<file path="config.mk">
export PLATFORM = sky130hd
export DESIGN_NAME = ahb_gcd_if
export DESIGN_NICKNAME = d
export VERILOG_FILES = /design/src/rtl/ahb_gcd_pkg.sv /design/src/rtl/ahb_gcd_if_gcd_ctrl_fsm.sv /design/src/rtl/ahb_gcd_if.sv
export SDC_FILE = /design/constraint.sdc
export NUM_CORES = 1
export LEC_CHECK = 0
export CORE_MARGIN = 8
export CORE_UTILIZATION = 38
export DETAILED_ROUTE_END_ITERATION = 7
export PLACE_DENSITY = 0.7
export SYNTH_ARGS = -nofsm -noshare
export SYNTH_HDL_FRONTEND = slang
export SYNTH_HIERARCHICAL = 1
export SYNTH_SLANG_ARGS = --single-unit
</file>
<file path="constraint.sdc">
create_clock -name clk -period 4.6 [get_ports clk]
set_input_delay 0.92 -clock clk [delete_from_list [all_inputs] [get_ports clk]]
set_output_delay 0.92 -clock clk [all_outputs]
set_load 0.01 [all_outputs]
</file>
<file path="src/rtl/ahb_gcd_pkg.sv">
// Shared constants for the AHB-Lite GCD front end: register offsets, bit
// positions and the launch/wait FSM encoding.
package ahb_gcd_pkg;

  localparam logic [31:0] ID_VALUE = 32'h0000_6CD0;

  localparam logic [2:0] OFS_OPA    = 3'd0;
  localparam logic [2:0] OFS_OPB    = 3'd1;
  localparam logic [2:0] OFS_CTRL   = 3'd2;
  localparam logic [2:0] OFS_STAT   = 3'd3;
  localparam logic [2:0] OFS_RESULT = 3'd4;
  localparam logic [2:0] OFS_ID     = 3'd5;

  localparam int CTRL_START = 0;
  localparam int CTRL_IE    = 1;

  localparam int STAT_BUSY = 0;
  localparam int STAT_DONE = 1;
  localparam int STAT_OVR  = 2;

  typedef enum logic [1:0] {
    IDLE   = 2'd0,
    LAUNCH = 2'd1,
    WAIT   = 2'd2
  } gcd_state_t;

endpackage

</file>
<file path="src/rtl/ahb_gcd_if_gcd_ctrl_fsm.sv">
// Launch/wait sequencer for the GCD core: issues the start pulse, masks the
// core's stale done level, and owns the RESULT register.
module gcd_ctrl_fsm
  import ahb_gcd_pkg::*;
(
  input  logic        clk,
  input  logic        RST,
  input  logic        start_wr,
  input  logic [31:0] opa,
  input  logic [31:0] opb,
  input  logic        gcd_done,
  input  logic [31:0] gcd_result,
  output logic        gcd_start,
  output logic        busy,
  output logic        start_accept,
  output logic        done_set,
  output logic [31:0] result,
  output gcd_state_t  state
);

  gcd_state_t  state_nxt;
  logic        capture;
  logic [31:0] capture_val;

  always_ff @(posedge clk or posedge RST) begin
    if (RST) begin
      state  <= IDLE;
      result <= '0;
    end else begin
      state <= state_nxt;
      if (capture) result <= capture_val;
    end
  end

  // gcd_done is only looked at in WAIT; during LAUNCH it still reflects the
  // previous operation.
  always_comb begin
    state_nxt    = state;
    gcd_start    = 1'b0;
    start_accept = 1'b0;
    done_set     = 1'b0;
    capture      = 1'b0;
    capture_val  = gcd_result;
    case (state)
      IDLE: begin
        if (start_wr) begin
          start_accept = 1'b1;
          if (opa == 32'd0) begin
            capture     = 1'b1;
            capture_val = opb;
            done_set    = 1'b1;
          end else begin
            state_nxt = LAUNCH;
          end
        end
      end
      LAUNCH: begin
        gcd_start = 1'b1;
        state_nxt = WAIT;
      end
      WAIT: begin
        if (gcd_done) begin
          capture   = 1'b1;
          done_set  = 1'b1;
          state_nxt = IDLE;
        end
      end
      default: state_nxt = IDLE;
    endcase
  end

  assign busy = (state != IDLE);

endmodule

</file>
<file path="src/rtl/ahb_gcd_if.sv">
// AHB-Lite register front end for the GCD core: address decode, OPA/OPB/CTRL/
// STAT registers, read mux and completion interrupt.
module ahb_gcd_if
  import ahb_gcd_pkg::*;
(
  input  logic        clk,
  input  logic        RST,
  input  logic        HSEL,
  input  logic [31:0] HADDR,
  input  logic [1:0]  HTRANS,
  input  logic        HWRITE,
  input  logic [2:0]  HSIZE,
  input  logic [31:0] HWDATA,
  input  logic        HREADY,
  output logic        HREADYOUT,
  output logic        HRESP,
  output logic [31:0] HRDATA,
  output logic        gcd_start,
  output logic [31:0] gcd_a,
  output logic [31:0] gcd_b,
  input  logic [31:0] gcd_result,
  input  logic        gcd_done,
  output logic        irq
);

  logic        dp_valid;
  logic        dp_write;
  logic [2:0]  dp_addr;
  logic [31:0] opa;
  logic [31:0] opb;
  logic        ie;
  logic        done;
  logic        ovr;
  logic [31:0] result;
  logic        busy;
  logic        start_accept;
  logic        done_set;
  gcd_state_t  fsm_state;
  logic        unused_ok;

  // A transfer is accepted (valid) when HSEL & HTRANS[1] while HREADY (ready)
  // is high; its data phase is the following cycle and writes commit at the
  // edge that ends it. This slave never stretches a data phase.
  always_ff @(posedge clk or posedge RST) begin
    if (RST) begin
      dp_valid <= 1'b0;
      dp_write <= 1'b0;
      dp_addr  <= '0;
    end else if (HREADY) begin
      dp_valid <= HSEL & HTRANS[1];
      dp_write <= HWRITE;
      dp_addr  <= HADDR[4:2];
    end
  end

  logic wr_en, rd_en, wr_opa, wr_opb, wr_ctrl, wr_stat, start_wr;

  assign wr_en    = dp_valid & dp_write;
  assign rd_en    = dp_valid & ~dp_write;
  assign wr_opa   = wr_en & (dp_addr == OFS_OPA);
  assign wr_opb   = wr_en & (dp_addr == OFS_OPB);
  assign wr_ctrl  = wr_en & (dp_addr == OFS_CTRL);
  assign wr_stat  = wr_en & (dp_addr == OFS_STAT);
  assign start_wr = wr_ctrl & HWDATA[CTRL_START];

  always_ff @(posedge clk or posedge RST) begin
    if (RST) begin
      opa  <= '0;
      opb  <= '0;
      ie   <= 1'b0;
      done <= 1'b0;
      ovr  <= 1'b0;
    end else begin
      if (wr_opa && !busy) opa <= HWDATA;
      if (wr_opb && !busy) opb <= HWDATA;
      if (wr_ctrl) ie <= HWDATA[CTRL_IE];
      if (busy && (wr_opa || wr_opb || start_wr)) ovr <= 1'b1;
      else if (wr_stat && HWDATA[STAT_OVR]) ovr <= 1'b0;
      // A completion in the same cycle as a DONE W1C keeps DONE set.
      if (done_set) done <= 1'b1;
      else if (start_accept || (wr_stat && HWDATA[STAT_DONE])) done <= 1'b0;
    end
  end

  gcd_ctrl_fsm u_fsm (
    .clk          (clk),
    .RST          (RST),
    .start_wr     (start_wr),
    .opa          (opa),
    .opb          (opb),
    .gcd_done     (gcd_done),
    .gcd_result   (gcd_result),
    .gcd_start    (gcd_start),
    .busy         (busy),
    .start_accept (start_accept),
    .done_set     (done_set),
    .result       (result),
    .state        (fsm_state)
  );

  always_comb begin
    HRDATA = '0;
    if (rd_en) begin
      case (dp_addr)
        OFS_OPA:    HRDATA = opa;
        OFS_OPB:    HRDATA = opb;
        OFS_CTRL:   HRDATA[CTRL_IE] = ie;
        OFS_STAT: begin
          HRDATA[STAT_BUSY] = busy;
          HRDATA[STAT_DONE] = done;
          HRDATA[STAT_OVR]  = ovr;
        end
        OFS_RESULT: HRDATA = result;
        OFS_ID:     HRDATA = ID_VALUE;
        default:    HRDATA = '0;
      endcase
    end
  end

  assign HREADYOUT = 1'b1;
  assign HRESP     = 1'b0;
  assign gcd_a     = opa;
  assign gcd_b     = opb;
  assign irq       = done & ie;

  assign unused_ok = &{1'b0, HSIZE, HADDR[31:5], HADDR[1:0], HTRANS[0], fsm_state};

endmodule
</file>
==> run metrics, run 1 <==
total congestion overflow=0; H-tree depth=3; Floorplan Core Area=14400 um^2; logic depth of the worst register-to-register path=7; aggregate global-route resource usage=0.182; R2R Path Start=dp_addr[2]; Clock Root Buffer=sky130_fd_sc_hd__clkbuf_16; # clock sinks=106; hold crit path type=flip-flop to flip-flop; CTS tree=done; number of design-rule violations left by the first detailed-router iteration=216; initial antenna violation count=0; arrival time of the worst setup path=2800 ps; buffers added on ports=171; Core Rows=44; Die Outline Area=18700 um^2; final estimated routing congestion in global placement=0.842; # Max-Cap Violations=0; max-slew violations=0; most frequent cells after synthesis=sky130_fd_sc_hd__dfrtp_1 (106), sky130_fd_sc_hd__mux2_2 (35), sky130_fd_sc_hd__or2_2 (32); number of nets still failing antenna checks after routing=0; initial cell density of the core=0.386; total I/O pin count=207; type of origin of the critical path=flip-flop; first-pass GRT wire length=26.3 mm; Die Y=137 um; total iterations of the first detailed-routing run=5; fraction of registers with async set or reset after synthesis=1.00; Syn Inst Count=460; post-route minimum period=3720 ps; Setup Total Neg Slack=0 ps; DRC violation count after routing=0; maximum resistive drop on vdd=0.234 mV; status=finished, final reports clean; mean number of vias per cell=5.48; Post-CTS Hold Buffers=0; Worst Hold Endpoint=ie; maximum achievable frequency=0.269 GHz; source of the worst hold timing path=ie; Max Root-Sink Buffers=2; average wire per cell in the routed design=21.5 um; count of antenna diodes in the layout=0; worst reg2reg path endpoint=u_fsm/result[4]; via count of the first global-routing pass=4752; DRT Wirelength=17.1 mm; fraction of final layout cells sized beyond drive strength 1=0.250; mean area per synthesized cell=12.0 um^2; leading cell type by number of instances after synthesis=sky130_fd_sc_hd__dfrtp_1; Yosys cell types=45; kind of end point of the critical path=output port; post-synthesis sequential area ratio=0.479; Post-synth EDFFs=0; final hold viol count=0; biggest area consumer among synthesized cells=sky130_fd_sc_hd__dfrtp_1; detailed-route via count=4370; Min-Delay Path Depth=1; filler cell count=1236; Synth area leaders=sky130_fd_sc_hd__dfrtp_1 (48%), sky130_fd_sc_hd__mux2_4 (8.1%), sky130_fd_sc_hd__mux2_2 (7.1%), sky130_fd_sc_hd__o221a_2 (4.9%), sky130_fd_sc_hd__mux2i_1 (4.7%); fraction of the cycle the final worst path needs=0.808; final core utilization=0.527; ys flop type=sky130_fd_sc_hd__dfrtp_1; cell area after technology mapping=5540 um^2; layout-stage area growth over the synthesis result=36.7%; Net Count, Synth=567; Post-CTS Setup Bufs=0; static leakage power=3.14 nW; count of synthesis-stage warnings from yosys=6; number of buffers inserted during clock tree synthesis=9; RSZ-0062 raised after global routing=false; largest net degree at the start of global routing=49; slew of the pin with the lowest slew margin=1200 ps; Skew-Pair Late Insertion Delay=360 ps; Synth Register Bits=106; net count reported at finish=715; worst rel slew slack=0.195; share of the synthesized area in the top cell type=0.479; highest fanout seen on the critical path=18; Die X=137 um; final-report setup violation count=0; R2R setup slack=1360 ps; data required time of the worst path=3680 ps; post-CTS resize count=0; Post-Route Skew=7.68 ps; Pwr Density=479 nW/um^2; Detail Placement HPWL=11.7 mm; CTS clk-pin slew, worst paths=70 ps; type of the worst setup path=flip-flop to output port
-- where the power goes --
group / internal, W / switching, W / total (W)
logic: 0.000848 / 0.000447 / 0.00130
clock network: 0.000378 / 0.000351 / 0.000729
registers: 0.00125 / 0.000350 / 0.00160
total: 0.00248 / 0.00115 / 0.00363
-- worst max-delay path, cell delays in order, from the launching register on --
cell                              delay [ps]
sky130_fd_sc_hd__dfrtp_1                 460
sky130_fd_sc_hd__nor2b_1                 300
sky130_fd_sc_hd__nand2b_1                370
sky130_fd_sc_hd__buf_4                   350
sky130_fd_sc_hd__a211oi_1                330
sky130_fd_sc_hd__clkdlybuf4s50_1         620
-- final cells by class --
type	instances	area, um^2	area share
repair buffers	176	1760	0.232
clock buffers	10	239	0.0315
well taps	184	230	0.0304
flip-flops and latches	106	2660	0.350
multi-input cells	309	2640	0.348
clock inverters	6	32.5	0.00429
inverters	6	23.8	0.00314
-- kinds of logic (layout without fill, tap and decap cells) --
kind of cell / after synthesis / in the layout / synth area share
other cells: 2 / 2 / 0.00135
mux: 95 / 95 / 0.207
simple gates: 130 / 130 / 0.129
compound gates: 82 / 82 / 0.138
flops: 106 / 106 / 0.479
buf+inv: 45 / 198 / 0.0463
-- worst max path at each step --
| stage | start | endpoint | slack (ps) | cells past startpoint |
|---|---|---|---|---|
| 6_report | dp_valid | HRDATA[14] | 880 | 5 |
| 2_1_floorplan | RST | done | 1860 | 1 |
| 5_1_grt | dp_valid | HRDATA[14] | 700 | 5 |
| 3_5_place_dp | dp_valid | HRDATA[14] | 1300 | 5 |
| 4_1_cts | dp_valid | HRDATA[14] | 880 | 5 |
| 3_3_place_gp | dp_valid | HRDATA[14] | 1300 | 5 |
-- flip-flops by register name, indices dropped and copies added, names as in the netlist --
signal	cells
dp_addr	3
u_fsm/result	32
dp_write	1
dp_valid	1
u_fsm/state	2
gcd_a	32
ovr	1
ie	1
done	1
gcd_b	32
-- layer usage --
metal / GRT usage / up-vias / part of all wire
met1: 0.216 / 2208 / 0.41
met2: 0.308 / 164 / 0.49
met3: 0.0617 / 21 / 0.079
met5: 0 / - / 0
met4: 0.0513 / 0 / 0.014
li1: - / 1977 / -
-- placed cells by master (no fill, tap or decap), drive strengths merged, types with 2 or more instances in the layout --
cell and instances:
or3 2, nor4 8, o21ai 4, nand3 3, o22ai 2, nor2 30, nor2b 11, or2 34
clkbuf 10, nand2 25, nand2b 5, dfrtp 106, conb 2, o221a 33, buf 5, a21oi 2
clkdlybuf4s50 171, a211oi 14, clkinv 6, and4 2, o22a 21, and2 4, mux2 69, inv 5
mux2i 26
-- through the flow --
stage / power, W / setup slack (ps) / hold slack (ps) / instance area, um^2 / cells
floorplan: 0.00220 / 1860 / 497 / 5540 / 460
global placement: 0.00287 / 1300 / 513 / 7310 / 781
detailed placement: 0.00292 / 1300 / 530 / 7310 / 781
CTS: 0.00366 / 882 / 542 / 7580 / 797
global route: 0.00383 / 701 / 561 / 7580 / 797
finish: 0.00363 / 882 / 536 / 7580 / 797
(Power assumes the default switching activity.)
==> inputs of run 2 (changes only) <==
PLACE_DENSITY = 0.73   (was 0.7)
clock period = 3.1 ns   (was 4.6 ns; I/O delays follow)
==> run 2 against run 1 <==
  * Worst hold slack better by 4.8 ps
  * Clock skew grew 1.3 ps
  * Sequential cell count is the same
  * Non-clock buffer count is 9 higher
  * Critical path depth shrank 1
  * Via count increased by 0.96%
  * Design area up 1.8%
  * Total power is 49% higher
  * Combinational power grew 50%
  * Cell count is 1.1% higher
  * Critical path type unchanged
  * Critical endpoint unchanged
  * Largest cell class unchanged
  * Highest routed layer is now met5
==> run metrics, run 2 (synthesis results as in run 1) <==
final core utilization=0.537; maximum achievable frequency=0.335 GHz; highest cell delay on the worst timing path=610 ps; fraction of the cycle the final worst path needs=0.964; Buf+Inv Stages, Crit Path=1; layout-stage area growth over the synthesis result=39.1%; Die Outline Area=18700 um^2; kind of end point of the critical path=output port; maximum resistive drop on vdd=0.342 mV; average wire per cell in the routed design=20.9 um; met3 wirelength from detailed routing=1.36 mm; Die X=137 um; mean number of vias per cell=5.47; DRT Wirelength=16.8 mm; CTS clk-pin slew, worst paths=60 ps; Post-Route Skew=8.99 ps; count of antenna diodes in the layout=0; sequential share of power=0.436; R2R Path Start=dp_addr[2]; static leakage power=3.20 nW; detailed-route wire length on metal 1=7.03 mm; initial cell density of the core=0.386; total iterations of the first detailed-routing run=4; RSZ-0062 raised after global routing=false; source of the worst hold timing path=ie; switching share of total power=0.307; initial antenna violation count=1; number of buffers inserted during clock tree synthesis=9; CTS tree=done; Die Y=137 um; H-tree depth=3; filler cell count=1225; number of design-rule violations left by the first detailed-router iteration=280; detailed-route via count=4412; number of nets still failing antenna checks after routing=0; largest net degree at the start of global routing=37; Crit path max-delay family=buffers and inverters; final estimated routing congestion in global placement=0.865; Core Rows=44; design internal power=0.00374 W; most common library cell in the layout ignoring fill and taps=sky130_fd_sc_hd__clkdlybuf4s50_1; buffers added on ports=171; power after layout=0.00540 W; status=finished, final reports clean; via count of the first global-routing pass=4758; arrival time of the worst setup path=2370 ps; Floorplan Core Area=14400 um^2; data required time of the worst path=2480 ps; final hold viol count=0; met2 wire len=8.16 mm; hold crit path type=flip-flop to flip-flop; launch point of the worst path=dp_valid; switching pwr=0.00166 W; worst rel slew slack=0.415; total congestion overflow=0; Critical Path, Cell by Cell=nor2b_1 -> nand2b_2 -> a211oi_1 -> clkdlybuf4s50_1; net count reported at finish=724; # clock sinks=106; # Max-Cap Violations=0; type of origin of the critical path=flip-flop; fraction of final layout cells sized beyond drive strength 1=0.256; DRC violation count after routing=0; final-report setup violation count=0; Setup Total Neg Slack=0 ps; Detail Placement HPWL=12.2 mm; Skew-Pair Late Insertion Delay=350 ps; aggregate global-route resource usage=0.179; total I/O pin count=207; slew of the pin with the lowest slew margin=878 ps; post-route minimum period=2990 ps; Post-CTS Hold Buffers=0; top routing layer in use=met5; max-slew violations=0; Clock Root Buffer=sky130_fd_sc_hd__clkbuf_16; share of power burned in the clock network=0.202; Logic pwr share=0.362; first-pass GRT wire length=26.0 mm; cell with the largest stage delay on the worst path=sky130_fd_sc_hd__clkdlybuf4s50_1; type of the worst setup path=flip-flop to output port; Max Root-Sink Buffers=2; Pwr Density=701 nW/um^2; highest fanout seen on the critical path=13; most frequent cells in the layout=sky130_fd_sc_hd__clkdlybuf4s50_1 (171), sky130_fd_sc_hd__dfrtp_1 (104), sky130_fd_sc_hd__mux2_2 (35), sky130_fd_sc_hd__or2_2 (32), sky130_fd_sc_hd__mux2_4 (30)
## run 2: cell count changes in the layout (fill, tap and decap cells not counted)
| cell | previous run | this run |
|---|---|---|
| sky130_fd_sc_hd__buf_12 | 1 | 5 |
| sky130_fd_sc_hd__buf_4 | 4 | 9 |
| sky130_fd_sc_hd__clkbuf_1 | 0 | 3 |
| sky130_fd_sc_hd__clkbuf_8 | 1 | 3 |
| sky130_fd_sc_hd__clkinv_1 | 0 | 1 |
| sky130_fd_sc_hd__clkinv_2 | 6 | 1 |
| sky130_fd_sc_hd__inv_2 | 1 | 0 |
| sky130_fd_sc_hd__nand2b_1 | 5 | 4 |
| sky130_fd_sc_hd__nand2b_2 | 0 | 1 |
## run 2: metal layers
layer,vias to the layer above,global-route usage
met2,164,0.300
met5,-,0
met1,2241,0.220
met3,14,0.0466
met4,2,0.0610
li1,1991,-
## run 2: power by group through the flow
stage	logic (W)	clock network [W]	registers, W
floorplan	0.000906	0	0.00236
global placement	0.00193	0	0.00235
detailed placement	0.00197	0	0.00237
CTS	0.00198	0.00113	0.00235
global route	0.00209	0.00118	0.00243
finish	0.00195	0.00109	0.00236
## run 2: path summary, 6_finish.rpt
| path | slack (ps) | end | depth (start not counted) |
|---|---|---|---|
| setup / recovery | 110 | HRDATA[14] | 4 |
| hold / removal | 540 | ie | 1 |
| max in group asynchronous | 1720 | gcd_b[4] | 3 |
| hold reg to reg | 540 | ie | 1 |
| min in group asynchronous | 660 | u_fsm/result[13] | 2 |
| setup reg to reg | 540 | u_fsm/result[0] | 9 |
## run 2: final cells by class
cell class | count | area (um^2) | share of cell area
well taps | 184 | 230 | 0.0299
flip-flops and latches | 106 | 2660 | 0.344
inverters | 6 | 23.8 | 0.00308
repair buffers | 185 | 1880 | 0.244
clock inverters | 1 | 7.51 | 0.000974
multi-input cells | 309 | 2640 | 0.342
clock buffers | 15 | 278 | 0.0360
## run 2: what timing repair did
| item | CTS | global route |
|---|---|---|
| gates resized for setup | 1 | 0 |
| endpoints found under the setup margin | 11 | 0 |
| buffers inserted | 0 | 0 |
## run 2: stage by stage
step	worst slack, ps	cells	instance area (um^2)	hold slack [ps]
floorplan	655	460	5540	497
global placement	356	790	7420	510
detailed placement	328	790	7420	528
CTS	107	806	7710	544
global route	14.5	806	7710	560
finish	112	806	7710	541
